<file path="src/rtl/prog_loader.sv">
// Streaming program loader. It parses a framed byte stream
// (SYNC, LEN_LO, LEN_HI, 4*N data bytes, CSUM), writes each assembled
// little-endian 32-bit word into instruction memory, and releases the core
// from reset only once a complete frame with a valid XOR checksum has loaded.
//
// Handshake: in_ready is tied high, so a byte transfers on every rising edge
// where in_valid is 1. When in_valid is 0, all state holds.
module prog_loader #(
  parameter int          ADDR_W = 10,
  parameter logic [7:0]  SYNC   = 8'hA5
) (
  input  logic              clk,
  input  logic              rst,
  input  logic [7:0]        in_data,
  input  logic              in_valid,
  output logic              in_ready,
  output logic              imem_we,
  output logic [ADDR_W-1:0] imem_addr,
  output logic [31:0]       imem_wdata,
  output logic              core_n_rst,
  output logic              done,
  output logic [1:0]        err,
  output logic [2:0]        fsm_state
);

  typedef enum logic [2:0] {
    S_IDLE   = 3'd0,
    S_LEN_LO = 3'd1,
    S_LEN_HI = 3'd2,
    S_DATA   = 3'd3,
    S_CSUM   = 3'd4,
    S_DONE   = 3'd5,
    S_ERR    = 3'd6
  } state_t;

  localparam logic [16:0] DEPTH       = 17'(2 ** ADDR_W);
  localparam logic [1:0]  ERR_NONE    = 2'b00;
  localparam logic [1:0]  ERR_LEN     = 2'b01;
  localparam logic [1:0]  ERR_CSUM    = 2'b10;

  state_t            state, state_n;
  logic [1:0]        err_n;
  logic [15:0]       len;
  logic [1:0]        byte_cnt;
  logic [ADDR_W-1:0] word_cnt;
  logic [23:0]       word_buf;
  logic [7:0]        csum;
  logic [15:0]       len_word;
  logic              last_word;

  assign in_ready  = 1'b1;
  assign fsm_state = state;

  // Full word count as it becomes known on the LEN_HI byte.
  assign len_word  = {in_data, len[7:0]};
  // The current word is the final one of the frame.
  assign last_word = (16'(word_cnt) == (len - 16'd1));

  // Next-state and error-code selection.
  always_comb begin
    state_n = state;
    err_n   = (state == S_ERR) ? err : ERR_NONE;
    if (in_valid) begin
      case (state)
        S_IDLE, S_DONE, S_ERR: begin
          if (in_data == SYNC) begin
            state_n = S_LEN_LO;
            err_n   = ERR_NONE;
          end
        end
        S_LEN_LO: state_n = S_LEN_HI;
        S_LEN_HI: begin
          if ({1'b0, len_word} > DEPTH) begin
            state_n = S_ERR;
            err_n   = ERR_LEN;
          end else if (len_word == 16'd0) begin
            state_n = S_CSUM;
          end else begin
            state_n = S_DATA;
          end
        end
        S_DATA: begin
          if (byte_cnt == 2'd3 && last_word) state_n = S_CSUM;
        end
        S_CSUM: begin
          if (in_data == csum) begin
            state_n = S_DONE;
          end else begin
            state_n = S_ERR;
            err_n   = ERR_CSUM;
          end
        end
        default: state_n = S_IDLE;
      endcase
    end
  end

  // State register plus registered status outputs derived from the next state.
  always_ff @(posedge clk) begin
    if (rst) begin
      state      <= S_IDLE;
      err        <= ERR_NONE;
      done       <= 1'b0;
      core_n_rst <= 1'b0;
    end else begin
      state      <= state_n;
      err        <= err_n;
      done       <= (state_n == S_DONE);
      core_n_rst <= (state_n == S_DONE);
    end
  end

  // Datapath: length capture, word assembly, checksum and memory write strobe.
  always_ff @(posedge clk) begin
    if (rst) begin
      len        <= 16'd0;
      byte_cnt   <= 2'd0;
      word_cnt   <= '0;
      word_buf   <= 24'd0;
      csum       <= 8'd0;
      imem_we    <= 1'b0;
      imem_addr  <= '0;
      imem_wdata <= 32'd0;
    end else begin
      imem_we <= 1'b0;
      if (in_valid) begin
        case (state)
          S_IDLE, S_DONE, S_ERR: begin
            // A new frame starts: clear the per-frame accumulators.
            if (in_data == SYNC) begin
              csum     <= 8'd0;
              byte_cnt <= 2'd0;
              word_cnt <= '0;
            end
          end
          S_LEN_LO: len[7:0]  <= in_data;
          S_LEN_HI: len[15:8] <= in_data;
          S_DATA: begin
            csum     <= csum ^ in_data;
            byte_cnt <= byte_cnt + 2'd1;
            case (byte_cnt)
              2'd0: word_buf[7:0]   <= in_data;
              2'd1: word_buf[15:8]  <= in_data;
              2'd2: word_buf[23:16] <= in_data;
              default: begin
                imem_we    <= 1'b1;
                imem_addr  <= word_cnt;
                imem_wdata <= {in_data, word_buf};
                word_cnt   <= word_cnt + 1'b1;
              end
            endcase
          end
          default: ;
        endcase
      end
    end
  end

endmodule

</file>
<file path="config.mk">
export PLATFORM = sky130hd
export DESIGN_NAME = prog_loader
export DESIGN_NICKNAME = d
export VERILOG_FILES = /design/src/rtl/prog_loader.sv
export SDC_FILE = /design/constraint.sdc
export NUM_CORES = 1
export LEC_CHECK = 0
export BUFFER_PORTS_ARGS = -buffer_cell sky130_fd_sc_hd__buf_2
export CAP_MARGIN = 40
export CORE_MARGIN = 3
export CORE_UTILIZATION = 60
export CTS_CLUSTER_DIAMETER = 50
export DETAILED_ROUTE_END_ITERATION = 12
export HOLD_SLACK_MARGIN = 0.12
export PLACE_DENSITY = 0.9
export SLEW_MARGIN = 20
export SYNTH_ARGS = -nofsm -noshare
export SYNTH_HDL_FRONTEND = slang
export SYNTH_SLANG_ARGS = --single-unit
</file>
<file path="constraint.sdc">
create_clock -name clk -period 5.3 [get_ports clk]
set_clock_uncertainty 0.1 [all_clocks]
set_input_delay 0.795 -clock clk [delete_from_list [all_inputs] [get_ports clk]]
set_output_delay 0.795 -clock clk [all_outputs]
set_load 0.02 [all_outputs]
</file>
==> results of run 1 <==
[routing by layer]
metal  wire [µm]  global-route usage, %  share of wire (%)
met1        5200                   33.1                 43
met2        5930                   44.4                 49
met3         806                   4.40                6.7
met4         160                   7.99                1.3
met5           0                      0                  0
[cell usage after synthesis, types with 7 or more instances]
| library cell | instances | area, µm² |
|---|---|---|
| nand3b_1 | 8 | 60.1 |
| nand4_1 | 13 | 81.3 |
| nor2_1 | 42 | 158 |
| xor2_1 | 12 | 105 |
| nand2_1 | 153 | 574 |
| dfxtp_1 | 109 | 2180 |
| clkbuf_1 | 47 | 176 |
| a21oi_1 | 95 | 475 |
| nand3_1 | 35 | 175 |
| nor3_1 | 12 | 60.1 |
| o21ai_0 | 15 | 75.1 |
| xnor2_1 | 16 | 140 |
| inv_1 | 7 | 26.3 |
[registers in the layout, indices dropped and copies added, names as in the netlist]
signal	cells
word_cnt	10
len	16
word_buf	24
err	2
done	1
byte_cnt	2
csum	8
imem_we	1
imem_wdata	32
imem_addr	10
fsm_state	3
[critical path, cell delays in order (launching register included)]
cell and delay [ps]:
dfxtp_1 360, inv_1 70, ha_1 220, nor4b_1 660, nand3_1 190, or4b_2 640
nand3_1 100, nand3_1 90, a211oi_2 240, nor4b_2 220
[worst max path at each step]
stage / start / endpoint / slack, ps / cells after the start
global placement: in_data[3] / done / 2290 / 8
CTS: len[0] / done / 2390 / 9
floorplan: in_data[3] / word_cnt[9] / 2520 / 9
detailed placement: in_data[3] / done / 2220 / 8
finish: len[0] / done / 2340 / 9
global route: len[0] / done / 2040 / 9
[power by group]
group | switching, mW | leakage [nW] | internal (mW) | total, mW
registers | 0.00427 | 0.878 | 0.820 | 0.825
clock network | 0.309 | 0.103 | 0.188 | 0.497
logic | 0.0429 | 1.03 | 0.0149 | 0.0577
[per-stage QoR]
step / cell area [µm²] / cells / util, %
2_1_floorplan: 4960 / 643 / -
3_3_place_gp: 5230 / 760 / 66.3
3_5_place_dp: 5230 / 760 / 66.3
4_1_cts: 5420 / 776 / 68.8
5_1_grt: 5420 / 776 / 68.8
6_report: 5420 / 776 / 68.8
[placed cells by master (no fill, tap or decap), types with 12 or more instances in the layout]
cell type / netlist / layout
nand4_1: 13 / 13
xor2_1: 12 / 12
nor3_1: 12 / 12
dfxtp_1: 109 / 109
a21oi_1: 95 / 95
buf_2: 0 / 60
nand3_1: 35 / 35
o21ai_0: 15 / 15
nor2_1: 42 / 41
xnor2_1: 16 / 16
nand2_1: 153 / 153
[cells by family (layout without fill, tap and decap cells)]
| group | after synthesis | in the layout | share of synthesized area, % |
|---|---|---|---|
| muxes | 2 | 2 | 0.404 |
| other | 1 | 1 | 0.0756 |
| xor gates and xnor gates | 28 | 28 | 4.95 |
| DFF | 109 | 109 | 44.0 |
| AOI/OAI and AO/OA | 136 | 136 | 15.5 |
| adders and majority gates | 6 | 6 | 1.51 |
| and+or+nand+nor | 305 | 305 | 29.1 |
| buffers and inverters | 56 | 87 | 4.39 |
[final cells by class]
cell class                 count  area share [%]
sequential                   109            40.2
clock inverter                 7            1.34
inverter                       7           0.485
tap                          102            2.35
multi-input combinational    478            47.2
timing repair buffer          64            6.09
clock buffer                   9            2.28
==> metrics.md, run 1 <==
| Metric | Value |
|---|---|
| Hold wc startpoint | `word_buf[22]` |
| Die ar. | `9390 µm²` |
| Min Clock Period, post-route | `2960 ps` |
| Register area | `roughly 2200 µm²` |
| Final WL | `around 12000 µm` |
| GRT Total Usage | `between 20% and 30%` |
| Sequential share of the synthesized area | `roughly 44%` |
| FF-to-FF Start | `len[0]` |
| TritonCTS clock tree | `yes` |
| Hold Path Sink | `imem_wdata[22]` |
| CTS sink cnt | `109` |
| Final worst-path cycle share | `about 56%` |
| Worst endpoint required time | `between 5000 and 6000 ps` |
| Rows | `32` |
| Routed length per instance | `15.6 µm` |
| Setup TNS | `0 ps` |
| Max Root-Sink Buffers | `2` |
| PwrDens | `about 250 nW/µm²` |
| Initial drt markers | `approximately 330` |
| Hold Violations, Final | `0` |
| Final HPWL DP | `just over 8000 µm` |
| RePlAce Congestion | `between 0.9 and 1` |
| Fin nets | `686` |
| Clk pin slew, worst setup/hold paths | `between 100 and 150 ps` |
| Outcome | `complete, no violations` |
| Initial Util | `between 60% and 70%` |
| Syn Area/Cell | `around 7.7 µm²` |
| Yosys cell types | `between 50 and 60` |
| Slew margin rel. | `about 44%` |
| Gr ovfl total | `0` |
| CP Max Fanout | `6` |
| Synth Cell Area | `about 5000 µm²` |
| Most used DFF post-synth | `dfxtp_1` |
| Die W | `between 90 and 100 µm` |
| Slew Viols, Final | `0` |
| RSZ-0062 raised after global routing | `no` |
| Startpoint types | `register` |
| Post-synth EDFFs | `0` |
| Worst reg-to-reg path cell count | `9` |
| Pleak | `about 2.0 nW` |
| Total power | `1.38 mW` |
| Max Freq | `between 300 and 400 MHz` |
| First-pass GRT wire length | `about 20000 µm` |
| Critical path class | `register to register` |
| VDD IR max | `166 µV` |
| Antenna cell count | `0` |
| Routed via count | `4568` |
| HP Class | `register to register` |
| Largest net degree at the start of global routing | `64` |
| Synthesized net count | `660` |
| Layout cells sized above 1 | `between 10% and 20%` |
| Total CTS buffers | `9` |
| DP Worst Slack | `between 2000 and 2500 ps` |
| DIE HEIGHT | `approximately 97 µm` |
| Setup violations, final | `0` |
| Pre-Repair DR Iteration Count | `5` |
| Worst-Skew Late Latency | `about 370 ps` |
| Multi-input combinational cell area | `2560 µm²` |
| Syn. warnings | `0` |
| Worst slew pin tran | `slightly above 800 ps` |
| Arrival time worst endpoint | `between 3000 and 4000 ps` |
| Core area | `7890 µm²` |
| Asr flop ratio synth | `0%` |
| Area Overhead vs Synth | `9.39%` |
| Vias per Instance | `around 6` |
| Worst setup margin | `between 2000 and 2500 ps` |
| Crit path capture type | `register` |
| CTS H-Tree Depth | `3` |
| R2R setup slack | `2340 ps` |
| Syn Inst Count | `643` |
| # DRC | `0` |
| Setup bufs post-CTS | `0` |
| Final hold slack | `about 360 ps` |
| Initial antenna violation count | `0` |
| Filler cells | `between 600 and 700` |
| Post-CTS Hold Fix Bufs | `0` |
| Post-DRT Antenna Nets | `0` |
| FF-to-FF End | `done` |
| CTS root buffer | `clkbuf_8` |
| Port bufs | `60` |
| Synth Register Bits | `~110` |
| Number of I/O pins | `62` |
| Vias in the first global route | `4380` |
| Hold depth | `2` |
| Max cap viols | `0` |
| Cts repair resizes | `0` |
Power figures use the tool's default switching activity.
==> run 2, diff against run 1 <==
Settings changed: ABC_AREA from default to 1, CORE_UTILIZATION 60 to 52, PLACE_DENSITY 0.9 to 0.84.
Clock period 5.3 ns to 2.5 ns, I/O delays scaled along.
==> run 2 against run 1 <==
Compared with the run above:
- via count increased by 2.3%
- utilization decreased by 7.3 points
- area after synthesis decreased by 0.25%
==> metrics.md, run 2 <==
| Metric | Value |
|---|---|
| Outcome | `complete, no violations (unchanged)` |
| Arrival time worst endpoint | `2470 ps (was 3150 ps)` |
| Gr ovfl total | `0 (unchanged)` |
| Most common cell after layout, fill and taps aside | `nor2_1 (was nand2_1)` |
| Post-synth EDFFs | `0 (unchanged)` |
| Synth Cell Area | `4940 µm² (was 4960 µm²)` |
| Total CTS buffers | `9 (unchanged)` |
| First-pass GRT wire length | `20700 µm (was 20500 µm)` |
| Biggest regs | `imem_wdata x32, word_buf x24, len x16 (unchanged)` |
| # DRC | `0 (unchanged)` |
| RePlAce Congestion | `0.956 (was 0.921)` |
| Top-count cell post-synth | `nor2_1 (was nand2_1)` |
| Largest area contributor in the netlist | `dfxtp_1 (unchanged)` |
| Routed length per instance | `14.5 µm (was 15.6 µm)` |
| Core area | `8980 µm² (was 7890 µm²)` |
| Synth Register Bits | `109 (unchanged)` |
| Layout cells sized above 1 | `17.7% (was 13.8%)` |
| Syn Inst Count | `687 (was 643)` |
| Clk pin slew, worst setup/hold paths | `110 ps (was 120 ps)` |
| Most common library cells after synthesis | `nor2_1, dfxtp_1, nand2_1 (was nand2_1, dfxtp_1, a21oi_1)` |
| Initial drt markers | `342 (was 331)` |
| Post-CTS Hold Fix Bufs | `0 (unchanged)` |
| Sequential share of the synthesized area | `44.1% (was 44.0%)` |
| Vias per Instance | `5.43 (was 5.89)` |
| Initial antenna violation count | `0 (unchanged)` |
| Worst endpoint required time | `2720 ps (was 5490 ps)` |
| Most used DFF post-synth | `dfxtp_1 (unchanged)` |
| DP Worst Slack | `283 ps (was 2220 ps)` |
| Multi-input combinational cell area | `2400 µm² (was 2560 µm²)` |
| Hold Violations, Final | `0 (unchanged)` |
| Worst setup margin | `250 ps (was 2340 ps)` |
| Final hold slack | `173 ps (was 356 ps)` |
| Synthesized net count | `704 (was 660)` |
| Vias in the first global route | `4405 (was 4380)` |
| Pleak | `2.46 nW (was 2.01 nW)` |
| Slew margin rel. | `54.5% (was 44.5%)` |
| Max cap viols | `0 (unchanged)` |
| Final HPWL DP | `9050 µm (was 8320 µm)` |
| Asr flop ratio synth | `0% (unchanged)` |
| Max reg flops | `32 (unchanged)` |
| Total power | `2.96 mW (was 1.38 mW)` |
| Initial Util | `55.1% (was 62.8%)` |
| Number of I/O pins | `62 (unchanged)` |
| Die W | `104 µm (was 96.9 µm)` |
| CP Max Fanout | `7 (was 6)` |
| CTS root buffer | `clkbuf_8 (unchanged)` |
| Crit path capture type | `register (unchanged)` |
| Syn. warnings | `0 (unchanged)` |
| Area Overhead vs Synth | `11.5% (was 9.39%)` |
| CTS H-Tree Depth | `3 (unchanged)` |
| Pre-Repair DR Iteration Count | `5 (unchanged)` |
| Filler cells | `832 (was 655)` |
| Port bufs | `60 (unchanged)` |
| Antenna cell count | `0 (unchanged)` |
| Startpoint types | `register (unchanged)` |
| Min Clock Period, post-route | `2250 ps (was 2960 ps)` |
| VDD IR max | `297 µV (was 166 µV)` |
| Final WL | `12500 µm (was 12100 µm)` |
| Rows | `34 (was 32)` |
| Most frequent cells in the layout | `nor2_1, nand2_1, dfxtp_1, o21ai_0, buf_2 (was nand2_1, dfxtp_1, a21oi_1, buf_2, nor2_1)` |
| RSZ-0062 raised after global routing | `no (unchanged)` |
| Largest net degree at the start of global routing | `79 (was 64)` |
| Register area | `2180 µm² (unchanged)` |
| Yosys cell types | `37 (was 54)` |
| PwrDens | `536 nW/µm² (was 254 nW/µm²)` |
| Worst slew pin tran | `680 ps (was 827 ps)` |
| Setup violations, final | `0 (unchanged)` |
| Placed cells | `845 (was 760)` |
| Critical path class | `register to register (unchanged)` |
| Finished Layout Cells | `861 (was 776)` |
| Die ar. | `10700 µm² (was 9390 µm²)` |
| Fin nets | `747 (was 686)` |
| Final worst-path cycle share | `90.0% (was 55.9%)` |
| Routed via count | `4675 (was 4568)` |
| Slew Viols, Final | `0 (unchanged)` |
| Synth top area share | `44.1% (was 44.0%)` |
| Syn Area/Cell | `7.20 µm² (was 7.71 µm²)` |
| Post-DRT Antenna Nets | `0 (unchanged)` |
| TritonCTS clock tree | `yes (unchanged)` |
| GRT Total Usage | `23.1% (was 25.8%)` |
| Most flops, register | `imem_wdata (unchanged)` |
| Max Freq | `445 MHz (was 338 MHz)` |
| DIE HEIGHT | `104 µm (was 96.9 µm)` |
| CTS sink cnt | `109 (unchanged)` |
| Area contributors post-synth | `dfxtp_1, nor2_1, o21ai_0 (was dfxtp_1, nand2_1, a21oi_1)` |
| Worst-Skew Late Latency | `380 ps (was 370 ps)` |
| Max Root-Sink Buffers | `2 (unchanged)` |
| HP Class | `primary input to register (was register to register)` |
| Setup TNS | `0 ps (unchanged)` |
run 2: path summary, 6_finish.rpt:
path,from,end,slack (ps),cells after the start
max,len[0],done,250,16
min,rst,word_cnt[9],170,2
max reg2reg,len[0],done,250,16
min reg2reg,csum[6],csum[6],380,2
run 2: area by class of cell:
class	instances	area share (%)
repair buffers	66	6.49
inverters	56	3.86
well taps	126	2.86
clock inverters	7	1.47
flip-flops and latches	109	39.6
multi-input cells	488	43.5
clock buffers	9	2.25
run 2: worst max-delay path, cell delays in order, from the launching register on:
cell	delay [ps]
dfxtp_1	350
inv_1	130
ha_2	270
nand2_2	110
nor2_1	180
nand2_1	80
nand2_1	60
nand2_1	50
nor2_1	80
nand2_1	70
nor2_2	150
nand3_2	100
nand2_2	90
nand2_2	60
a21oi_2	140
nand2_1	70
nor2_1	90
run 2: power by group:
| group | switching (mW) | internal, mW | total, mW |
|---|---|---|---|
| logic | 0.0850 | 0.0306 | 0.116 |
| clock network | 0.693 | 0.410 | 1.10 |
| registers | 0.000854 | 1.74 | 1.74 |
| total | 0.779 | 2.18 | 2.96 |
run 2: repair_timing:
item | in CTS | in global routing
setup buffers | 0 | 0
resized for setup | 0 | 1
setup endpoints to repair | 0 | 1
run 2: logic make-up (layout without fill, tap and decap cells):
kind of cell    count (synthesis)  count (layout)  synth area share (%)
fa+ha+maj                       6               6                  1.52
other cells                     1               1                0.0758
flops                         109             109                  44.1
compound gates                152             152                  15.7
buf+inv                        90             138                  7.39
xor+xnor                       17              17                  3.01
simple gates                  312             312                  28.2
run 2: layer usage:
metal	share of wire, %	track usage [%]	up-vias
met5	0	0	-
met4	1.8	7.03	0
li1	-	-	2297
met1	43	30.7	2133
met3	8.1	4.04	28
met2	47	38.7	217
run 2: metrics by stage:
stage               utilization (%)  cell area [µm²]
floorplan                         -             4940
global placement               59.1             5310
detailed placement             59.1             5310
CTS                            61.4             5510
global route                   61.4             5520
finish                         61.4             5520
